### src/rtl/regpair_sequencer.sv
// Register-pair sequencer: READ/LOAD/INC/DEC of 16-bit pairs held in an external 8-entry file.
// Optional macro REGSEQ_WRAPFLAG_EN builds the INC/DEC wrap flag; otherwise resp_wrap is tied 0.
module regpair_sequencer #(
  parameter int unsigned DATASIZE = 8,
  parameter int unsigned ADDRSIZE = 3
) (
  input  logic                  clk,
  input  logic                  rst,
  input  logic                  cmd_valid,
  output logic                  cmd_ready,
  input  logic [1:0]            cmd_op,
  input  logic [1:0]            cmd_pair,
  input  logic [2*DATASIZE-1:0] cmd_data,
  output logic                  wrenb,
  output logic [ADDRSIZE-1:0]   waddr,
  output logic [DATASIZE-1:0]   wdata,
  output logic                  r1enb,
  output logic [ADDRSIZE-1:0]   r1add,
  output logic                  r2enb,
  output logic [ADDRSIZE-1:0]   r2add,
  input  logic [DATASIZE-1:0]   r1dat,
  input  logic [DATASIZE-1:0]   r2dat,
  output logic                  resp_valid,
  output logic [2*DATASIZE-1:0] resp_data,
  output logic                  resp_err,
  output logic                  resp_wrap
);

  localparam int unsigned PW = 2 * DATASIZE;

  localparam logic [1:0] OpRead = 2'b00;
  localparam logic [1:0] OpLoad = 2'b01;
  localparam logic [1:0] OpInc  = 2'b10;
  localparam logic [1:0] OpDec  = 2'b11;

  typedef enum logic [2:0] {StIdle, StRd, StWrl, StWrh, StDone} state_e;

  state_e            state_q, state_d;
  logic [1:0]        op_q, op_d;
  logic [1:0]        pair_q, pair_d;
  logic [PW-1:0]     val_q, val_d;
  logic              err_q, err_d;
  logic [PW-1:0]     resp_data_q;
  logic              resp_err_q;
  logic [PW-1:0]     rd_val;
  logic [ADDRSIZE-1:0] hi_addr, lo_addr;

  assign rd_val  = {r1dat, r2dat};
  assign hi_addr = ADDRSIZE'({pair_q, 1'b0});
  assign lo_addr = ADDRSIZE'({pair_q, 1'b1});

`ifdef REGSEQ_WRAPFLAG_EN
  logic wrap_q, wrap_d;
  logic resp_wrap_q;
`endif

  always_comb begin
    state_d    = state_q;
    op_d       = op_q;
    pair_d     = pair_q;
    val_d      = val_q;
    err_d      = err_q;
`ifdef REGSEQ_WRAPFLAG_EN
    wrap_d     = wrap_q;
`endif
    cmd_ready  = 1'b0;
    wrenb      = 1'b0;
    waddr      = '0;
    wdata      = '0;
    r1enb      = 1'b0;
    r1add      = '0;
    r2enb      = 1'b0;
    r2add      = '0;
    resp_valid = 1'b0;
    unique case (state_q)
      StIdle: begin
        // Held low while reset is asserted so nothing is accepted during reset.
        cmd_ready = rst;
        if (cmd_valid && rst) begin
          op_d   = cmd_op;
          pair_d = cmd_pair;
          val_d  = cmd_data;
          err_d  = 1'b0;
`ifdef REGSEQ_WRAPFLAG_EN
          wrap_d = 1'b0;
`endif
          if (cmd_pair == 2'd3 && cmd_op != OpRead) begin
            err_d   = 1'b1;
            val_d   = '0;
            state_d = StDone;
          end else if (cmd_op == OpLoad) begin
            state_d = StWrl;
          end else begin
            state_d = StRd;
          end
        end
      end
      StRd: begin
        r1enb = 1'b1;
        r1add = hi_addr;
        r2enb = 1'b1;
        r2add = lo_addr;
        case (op_q)
          OpInc:   val_d = rd_val + PW'(1);
          OpDec:   val_d = rd_val - PW'(1);
          default: val_d = rd_val;
        endcase
`ifdef REGSEQ_WRAPFLAG_EN
        wrap_d = ((op_q == OpInc) && (&rd_val)) || ((op_q == OpDec) && !(|rd_val));
`endif
        state_d = (op_q == OpRead) ? StDone : StWrl;
      end
      StWrl: begin
        wrenb   = 1'b1;
        waddr   = lo_addr;
        wdata   = val_q[DATASIZE-1:0];
        state_d = StWrh;
      end
      StWrh: begin
        wrenb   = 1'b1;
        waddr   = hi_addr;
        wdata   = val_q[PW-1:DATASIZE];
        state_d = StDone;
      end
      StDone: begin
        resp_valid = 1'b1;
        state_d    = StIdle;
      end
      default: state_d = StIdle;
    endcase
  end

  always_ff @(posedge clk or negedge rst) begin
    if (!rst) begin
      state_q     <= StIdle;
      op_q        <= OpRead;
      pair_q      <= 2'd0;
      val_q       <= '0;
      err_q       <= 1'b0;
      resp_data_q <= '0;
      resp_err_q  <= 1'b0;
    end else begin
      state_q <= state_d;
      op_q    <= op_d;
      pair_q  <= pair_d;
      val_q   <= val_d;
      err_q   <= err_d;
      // Response fields update only on entry to DONE and hold until the next one.
      if (state_d == StDone) begin
        resp_data_q <= val_d;
        resp_err_q  <= err_d;
      end
    end
  end

`ifdef REGSEQ_WRAPFLAG_EN
  always_ff @(posedge clk or negedge rst) begin
    if (!rst) begin
      wrap_q      <= 1'b0;
      resp_wrap_q <= 1'b0;
    end else begin
      wrap_q <= wrap_d;
      if (state_d == StDone) begin
        resp_wrap_q <= wrap_d;
      end
    end
  end
  assign resp_wrap = resp_wrap_q;
`else
  assign resp_wrap = 1'b0;
`endif

  assign resp_data = resp_data_q;
  assign resp_err  = resp_err_q;

endmodule
### config.mk
export PLATFORM = sky130hd
export DESIGN_NAME = regpair_sequencer
export DESIGN_NICKNAME = d
export VERILOG_FILES = /design/src/rtl/regpair_sequencer.sv
export SDC_FILE = /design/constraint.sdc
export NUM_CORES = 1
export LEC_CHECK = 0
export CAP_MARGIN = 5
export CELL_PAD_IN_SITES_DETAIL_PLACEMENT = 0
export CELL_PAD_IN_SITES_GLOBAL_PLACEMENT = 1
export CORE_MARGIN = 2
export CORE_UTILIZATION = 35
export CTS_CLUSTER_DIAMETER = 100
export CTS_CLUSTER_SIZE = 40
export DETAILED_ROUTE_END_ITERATION = 16
export GPL_TIMING_DRIVEN = 0
export PLACE_DENSITY_LB_ADDON = 0.1
export SETUP_SLACK_MARGIN = 0.3
export SLEW_MARGIN = 20
export SYNTH_ARGS = -nofsm -noshare
export SYNTH_HDL_FRONTEND = slang
export SYNTH_SLANG_ARGS = --single-unit
### constraint.sdc
create_clock -name clk -period 2.7 [get_ports clk]
set_input_delay 0.405 -clock clk [delete_from_list [all_inputs] [get_ports clk]]
set_output_delay 0.405 -clock clk [all_outputs]
set_load 0.005 [all_outputs]
==> results of run 1 <==
per-layer routing:
layer  wire (um)  part of all wire (%)  GRT usage, %
met2        3870                    46          30.6
met4         194                   2.3          6.97
met3         368                   4.3          2.63
met5           0                     0             0
met1        4040                    48          29.7
layout make-up:
type	instances	area (sq um)
clock inverter	3	17.5
multi-input combinational	219	1580
clock buffer	5	68.8
buffer	31	253
timing repair buffer	85	830
tap	99	124
sequential	41	1030
inverter	8	32.5
fill	678	3400
metrics by stage:
step,utilization [%],cell area [sq um]
floorplan,-,2700
global placement,48.1,3530
detailed placement,48.4,3540
CTS,52.5,3850
global route,53.7,3930
finish,53.7,3930
how the worst max path moves through the flow:
stage | slack, ps | endpoint | depth (start not counted)
4_1_cts | 240 | resp_data[10] | 12
3_3_place_gp | -1820 | resp_data[7] | 8
5_1_grt | 270 | resp_data[10] | 9
3_5_place_dp | -310 | val_q[11] | 8
6_report | 340 | resp_data[10] | 9
2_1_floorplan | 370 | resp_data[10] | 11
synthesized netlist by cell type (2+ instances only):
| library cell | number |
|---|---|
| dfrtp_1 | 41 |
| nor2_1 | 29 |
| nand2_1 | 27 |
| clkbuf_1 | 15 |
| o21ai_0 | 15 |
| mux2i_1 | 14 |
| a22oi_1 | 12 |
| buf_4 | 9 |
| mux2_2 | 9 |
| nand3_1 | 9 |
| nand4_1 | 9 |
| o211ai_1 | 9 |
| xor2_1 | 9 |
| inv_1 | 7 |
| nor3_1 | 7 |
| xnor2_1 | 6 |
| a31oi_1 | 5 |
| a21oi_1 | 4 |
| and2_1 | 4 |
| nor4_1 | 4 |
| a222oi_1 | 3 |
| and3_1 | 3 |
| buf_2 | 3 |
| nor2b_1 | 3 |
| nor3b_1 | 3 |
| o21ai_1 | 3 |
| or2_2 | 3 |
| a21o_1 | 2 |
| a221o_1 | 2 |
| nand2b_1 | 2 |
| o221ai_1 | 2 |
| or3_1 | 2 |
| or4_1 | 2 |
worst reg2reg max path: cells and delay by family, from the launching register on:
| family | cells | cell delay [ps] |
|---|---|---|
| adders and majority gates | 1 | 190 |
| xor gates and xnor gates | 2 | 250 |
| and+or+nand+nor | 3 | 380 |
| buffers and inverters | 3 | 460 |
| DFF | 1 | 400 |
| AOI/OAI and AO/OA | 2 | 360 |
| muxes | 1 | 210 |
report_power, final:
part / internal [uW] / switching [uW]
sequential: 911 / 188
combinational: 1140 / 1040
clock: 178 / 217
state kept, by name, indices dropped and copies added (netlist names):
| name | flops |
|---|---|
| op_q | 2 |
| err_q | 1 |
| state_q | 3 |
| val_q | 16 |
| pair_q | 2 |
| resp_data | 16 |
| resp_err | 1 |
logic make-up (layout without fill, tap and decap cells):
family	after synthesis	in the layout
simple gates	115	115
compound gates	63	63
flops	41	41
buf+inv	39	132
mux	23	23
xor+xnor	15	15
fa+ha+maj	1	1
other cells	1	2
repair_timing:
item                                    4_1_cts  5_1_grt
hold buffers                                  1        0
hold endpoints to repair                     17        0
resized for setup                            36       32
pin swaps                                     9        9
buffers inserted                             11        1
endpoints found under the setup margin       37       32
cloned                                        0        0
==> reports/summary.md, run 1 <==
GRT
• **global-route total usage across every layer** 20.2%
• **total global routing overflow** 0
• **maximum number of pins on one net before global-route repair** 25
• **initial antenna violation count** 0
• **via count of the first global-routing pass** 2499
• **wire length of the first global-routing pass** 13400 um

Cells and area
• **Net count, final** 431
• **share of layout cells above drive strength 1** 23.0%
• **most common cell after layout, fill and taps aside** clkdlybuf4s50_1
• **final standard cell count with taps included and fillers excluded** 491
• **most frequent cells in the layout** clkdlybuf4s50_1, dfrtp_1, nor2_1
• **layout-stage area growth over the synthesis result** 46.2%
• **ant diodes** 0

Floorplan
• **num rows** 31
• **Starting Density** 36.7%
• **number of placed I/O pins** 79
• **die boundary height** 91.7 um
• **Core Footprint** 0.00733 sq mm
• **x dimension of the die** 91.7 um
• **overall die area** 0.00841 sq mm

Logic synthesis
• **fraction of synthesis flops using an asynchronous set or reset pin** 100%
• **area fraction in compound gates after synthesis** 16.1%
• **Post-Synthesis Mean Instance Area** 9.03 sq um
• **portion of synthesized cell area occupied by the leading cell type** 38.1%
• **Cells after Synth** 298
• **largest family of logic cells by synthesized area** simple AND/OR/NAND/NOR gates
• **main area contributors after synthesis** dfrtp_1, mux2i_1, nor2_1
• **multiplexer share of the synthesized area** 8.97%
• **post-synthesis xor/xnor area fraction** 4.88%
• **unique cell type count in the Yosys netlist** 54
• **Post-Synthesis Cell Area** 0.00269 sq mm
• **Synth Area in Simple Gates** 22.8%
• **Synth area leader** dfrtp_1
• **EDFF count, synth** 0
• **flop and latch count out of synthesis** 41
• **count of synthesis-stage warnings from yosys** 0
• **fraction of the mapped netlist area in adder cells** 0.465%
• **Top FF cell, synth** dfrtp_1
• **sequential share of the synthesized area** 38.1%

Flow run
• **count of maximum capacitance violations** 0

Timing
• **total of endpoints with negative setup slack in the final report** 0
• **Least-Margin Pin Slew** 774 ps
• **worst relative slew slack** 48.2%
• **Hold WS** 61.2 ps
• **ratio of final minimum period to clock period** 87.4%
• **total negative setup slack** 0 ps
• **time the final worst path needs with I/O delays and setup** 2360 ps
• **top achievable clock speed** 424 MHz
• **max-slew violation count** 0
• **post-route clock skew** 6.48 ps
• **RSZ-0062 raised after global routing** true
• **hold violation count in the final report** 0
• **final worst-path setup slack** 340 ps

Hold path
• **path type of the worst min-delay path** in -> async

Route
• **aggregate routed wire length** 8470 um
• **Final ANT Viol Nets** 0
• **number of DRC markers in iteration 0** 160
• **Vias** 2605
• **average wire per cell in the routed design** 17.3 um
• **Residual DRC** 0
• **post-DR vias/cell** 5.31
• **drt pass-1 iters** 5

Placed design
• **number of port buffers** 71
• **placement-stage worst setup slack** -305 ps
• **weighted congestion at the end of routability-driven global placement** 0.831
• **placed cells** 470
• **sum of net half-perimeters after detailed placement** 6340 um

Power
• **power per cell area** 933 mW/mm^2
• **Max VDD drop** 0.341 mV
• **power after layout** 3670 uW
• **Pleak** 0.00158 uW

Clock tree
• **H-Tree Level Count** 2
• **Inserted Clock Buffers** 5
• **clock slew seen by the registers of the worst setup and hold paths** 80 ps
• **master cell of the clock root buffer** clkbuf_8
• **TritonCTS clock tree** built
• **Skew-Pair Late Insertion Delay** 300 ps
• **buffers from clock root to sink, at most** 2
• **CTS sink cnt** 41

Worst setup path
• **crit path launch** r2dat[7]
• **path type of the worst setup path** in -> reg
• **worst r2r src** op_q[1]
• **worst reg-to-reg setup slack** 360 ps
• **worst-path cell chain** clkdlybuf4s50_1 -> clkbuf_1 -> and2_1 -> nand4_1 -> mux2i_1 -> xor2_1 -> a222oi_1 -> buf_4 -> a21oi_2
• **startpoint type of the worst setup path** primary input
• **number of buffer and inverter stages on the critical path** 3
• **cell at the slowest stage of the critical path** clkdlybuf4s50_1
• **logic depth of the worst register-to-register path** 12
• **Data required, critical path** 2880 ps
• **crit path max fanout** 10
• **Critical R2R Capture** resp_data[10]
• **type of element capturing the critical path** flip-flop
• **CP delay by family, top** buffers and inverters
• **Largest stage delay, worst path** 470 ps
• **critical path data arrival time** 2540 ps

Status
• **run status** finished clean

No activity file was read; power rests on OpenSTA's default activity.
==> inputs of run 2 (changes only) <==
ABC_AREA = 0   (was not set)
CORE_MARGIN = not set   (was 2)
==> run 2 against run 1 <==
  * Routed wire length grew 1.1%
  * Critical path type is now reg -> out
  * Highest routed layer unchanged
  * Via count grew 0.15%
  * Critical path depth shrank 4
  * Critical endpoint is now wdata[2]
  * Sequential power is essentially flat
==> reports/summary.md, run 2 (synthesized netlist as in run 1, its figures left out) <==
Floorplan
• **Starting Density** 36.7%
• **num rows** 31
• **die boundary height** 89.7 um
• **number of placed I/O pins** 79
• **x dimension of the die** 89.7 um
• **overall die area** 0.00804 sq mm
• **Core Footprint** 0.00733 sq mm

Worst setup path
• **Largest stage delay, worst path** 440 ps
• **path type of the worst setup path** reg -> out
• **cell at the slowest stage of the critical path** clkdlybuf4s50_1
• **startpoint type of the worst setup path** flip-flop
• **logic depth of the worst register-to-register path** 12
• **worst-path cell chain** buf_2 -> buf_2 -> mux2i_1 -> nor2_1 -> clkdlybuf4s50_1
• **type of element capturing the critical path** output pin
• **crit path max fanout** 10
• **critical path data arrival time** 1930 ps
• **number of buffer and inverter stages on the critical path** 3
• **Critical Path Most Common Cell** buf_2
• **WP depth** 5
• **CP delay by family, top** buffers and inverters
• **Data required, critical path** 2300 ps

Clock tree
• **master cell of the clock root buffer** clkbuf_8
• **Inserted Clock Buffers** 5
• **TritonCTS clock tree** built
• **buffers from clock root to sink, at most** 2
• **H-Tree Level Count** 2
• **clock slew seen by the registers of the worst setup and hold paths** 70 ps
• **Skew-Pair Late Insertion Delay** 300 ps
• **CTS sink cnt** 41
• **CTS Hold Buffers Added** 0

Route
• **average wire per cell in the routed design** 17.5 um
• **Final ANT Viol Nets** 0
• **aggregate routed wire length** 8560 um
• **Vias** 2609
• **drt pass-1 iters** 5
• **Residual DRC** 0
• **number of DRC markers in iteration 0** 119
• **post-DR vias/cell** 5.32

Flow run
• **count of maximum capacitance violations** 0

GRT
• **maximum number of pins on one net before global-route repair** 27
• **via count of the first global-routing pass** 2378
• **global-route total usage across every layer** 22.0%
• **total global routing overflow** 0
• **initial antenna violation count** 0
• **wire length of the first global-routing pass** 12900 um

Cells and area
• **final standard cell count with taps included and fillers excluded** 490
• **most frequent cells in the layout** clkdlybuf4s50_1, dfrtp_1, nor2_1
• **layout-stage area growth over the synthesis result** 47.1%
• **share of layout cells above drive strength 1** 22.0%
• **most common cell after layout, fill and taps aside** clkdlybuf4s50_1
• **Final Core Density** 54.0%
• **ant diodes** 0
• **Net count, final** 430
• **count of fill cells added during filler insertion** 688

Power
• **Pleak** 0.00160 uW
• **Max VDD drop** 0.317 mV
• **power per cell area** 967 mW/mm^2
• **power after layout** 3830 uW

Timing
• **hold violation count in the final report** 0
• **time the final worst path needs with I/O delays and setup** 2340 ps
• **total of endpoints with negative setup slack in the final report** 0
• **Least-Margin Pin Slew** 521 ps
• **total negative setup slack** 0 ps
• **post-route clock skew** 9.14 ps
• **worst relative slew slack** 65.3%
• **top achievable clock speed** 428 MHz
• **ratio of final minimum period to clock period** 86.5%
• **max-slew violation count** 0
• **RSZ-0062 raised after global routing** true

Hold path
• **path type of the worst min-delay path** in -> async

Placed design
• **sum of net half-perimeters after detailed placement** 6330 um
• **weighted congestion at the end of routability-driven global placement** 0.812
• **placed cells** 470
• **number of port buffers** 71

Status
• **run status** finished clean

[run 2: cell types whose count changed in the layout (fill, tap and decap cells not counted), sizes merged]
| cell | before | now |
|---|---|---|
| bufinv | 0 | 1 |
| dlygate4sd3 | 1 | 0 |
| clkinv | 2 | 0 |
| clkbuf | 17 | 18 |
[run 2: metal layers]
layer  vias up  routed length [um]  part of all wire, %  GRT usage [%]
met5         -                   0                    0              0
met4         0                 197                  2.3           7.65
met3        12                 366                  4.3           2.93
met2        87                4020                   47           33.8
met1      1251                3980                   47           31.8
li1       1259                   -                    -              -
[run 2: repair_timing]
item / in CTS / in global routing
buffers inserted: 10 / 2
pin swaps: 9 / 3
gates cloned: 0 / 0
resized for setup: 35 / 29
setup endpoints to repair: 44 / 31
[run 2: cell type report]
class	count	area (sq um)	area share, %
Clock buffer	6	82.6	2.09
Sequential cell	41	1030	26.0
Tap cell	99	124	3.13
Timing Repair Buffer	84	827	20.9
Clock inverter	2	37.5	0.948
Multi-Input combinational cell	219	1570	39.7
Inverter	8	32.5	0.822
Buffer	31	255	6.45
[run 2: worst paths after layout]
kind / endpoint / from / slack (ps)
worst max-delay path: wdata[2] / state_q[0] / 360
worst min-delay path: pair_q[1] / rst / 10
worst max register to register: resp_data[4] / op_q[1] / 390
worst min register to register: err_q / err_q / 480
max in group asynchronous: state_q[1] / rst / 2270
min in group clk: val_q[9] / r1dat[1] / 470
[run 2: power breakdown]
| part | internal, uW | switching, uW | leakage, uW | total, uW |
|---|---|---|---|---|
| logic | 1150 | 1050 | 0.00104 | 2210 |
| clock network | 301 | 226 | 0.0000574 | 527 |
| registers | 911 | 183 | 0.000504 | 1090 |
| total | 2370 | 1460 | 0.00160 | 3830 |
[run 2: through the flow]
step	hold WS [ps]	cell area [sq um]	setup WS (ps)
4_1_cts	21.9	3860	279
3_5_place_dp	457	3550	-389
2_1_floorplan	109	2700	371
3_3_place_gp	452	3530	-1830
6_report	12.9	3960	364
5_1_grt	33.2	3960	208
==> inputs of run 3 (changes only) <==
SKIP_LAST_GASP = 1   (was not set)
==> results of run 3 <==
Same layout as run 2: the final DEF is identical, and so are final timing and power.
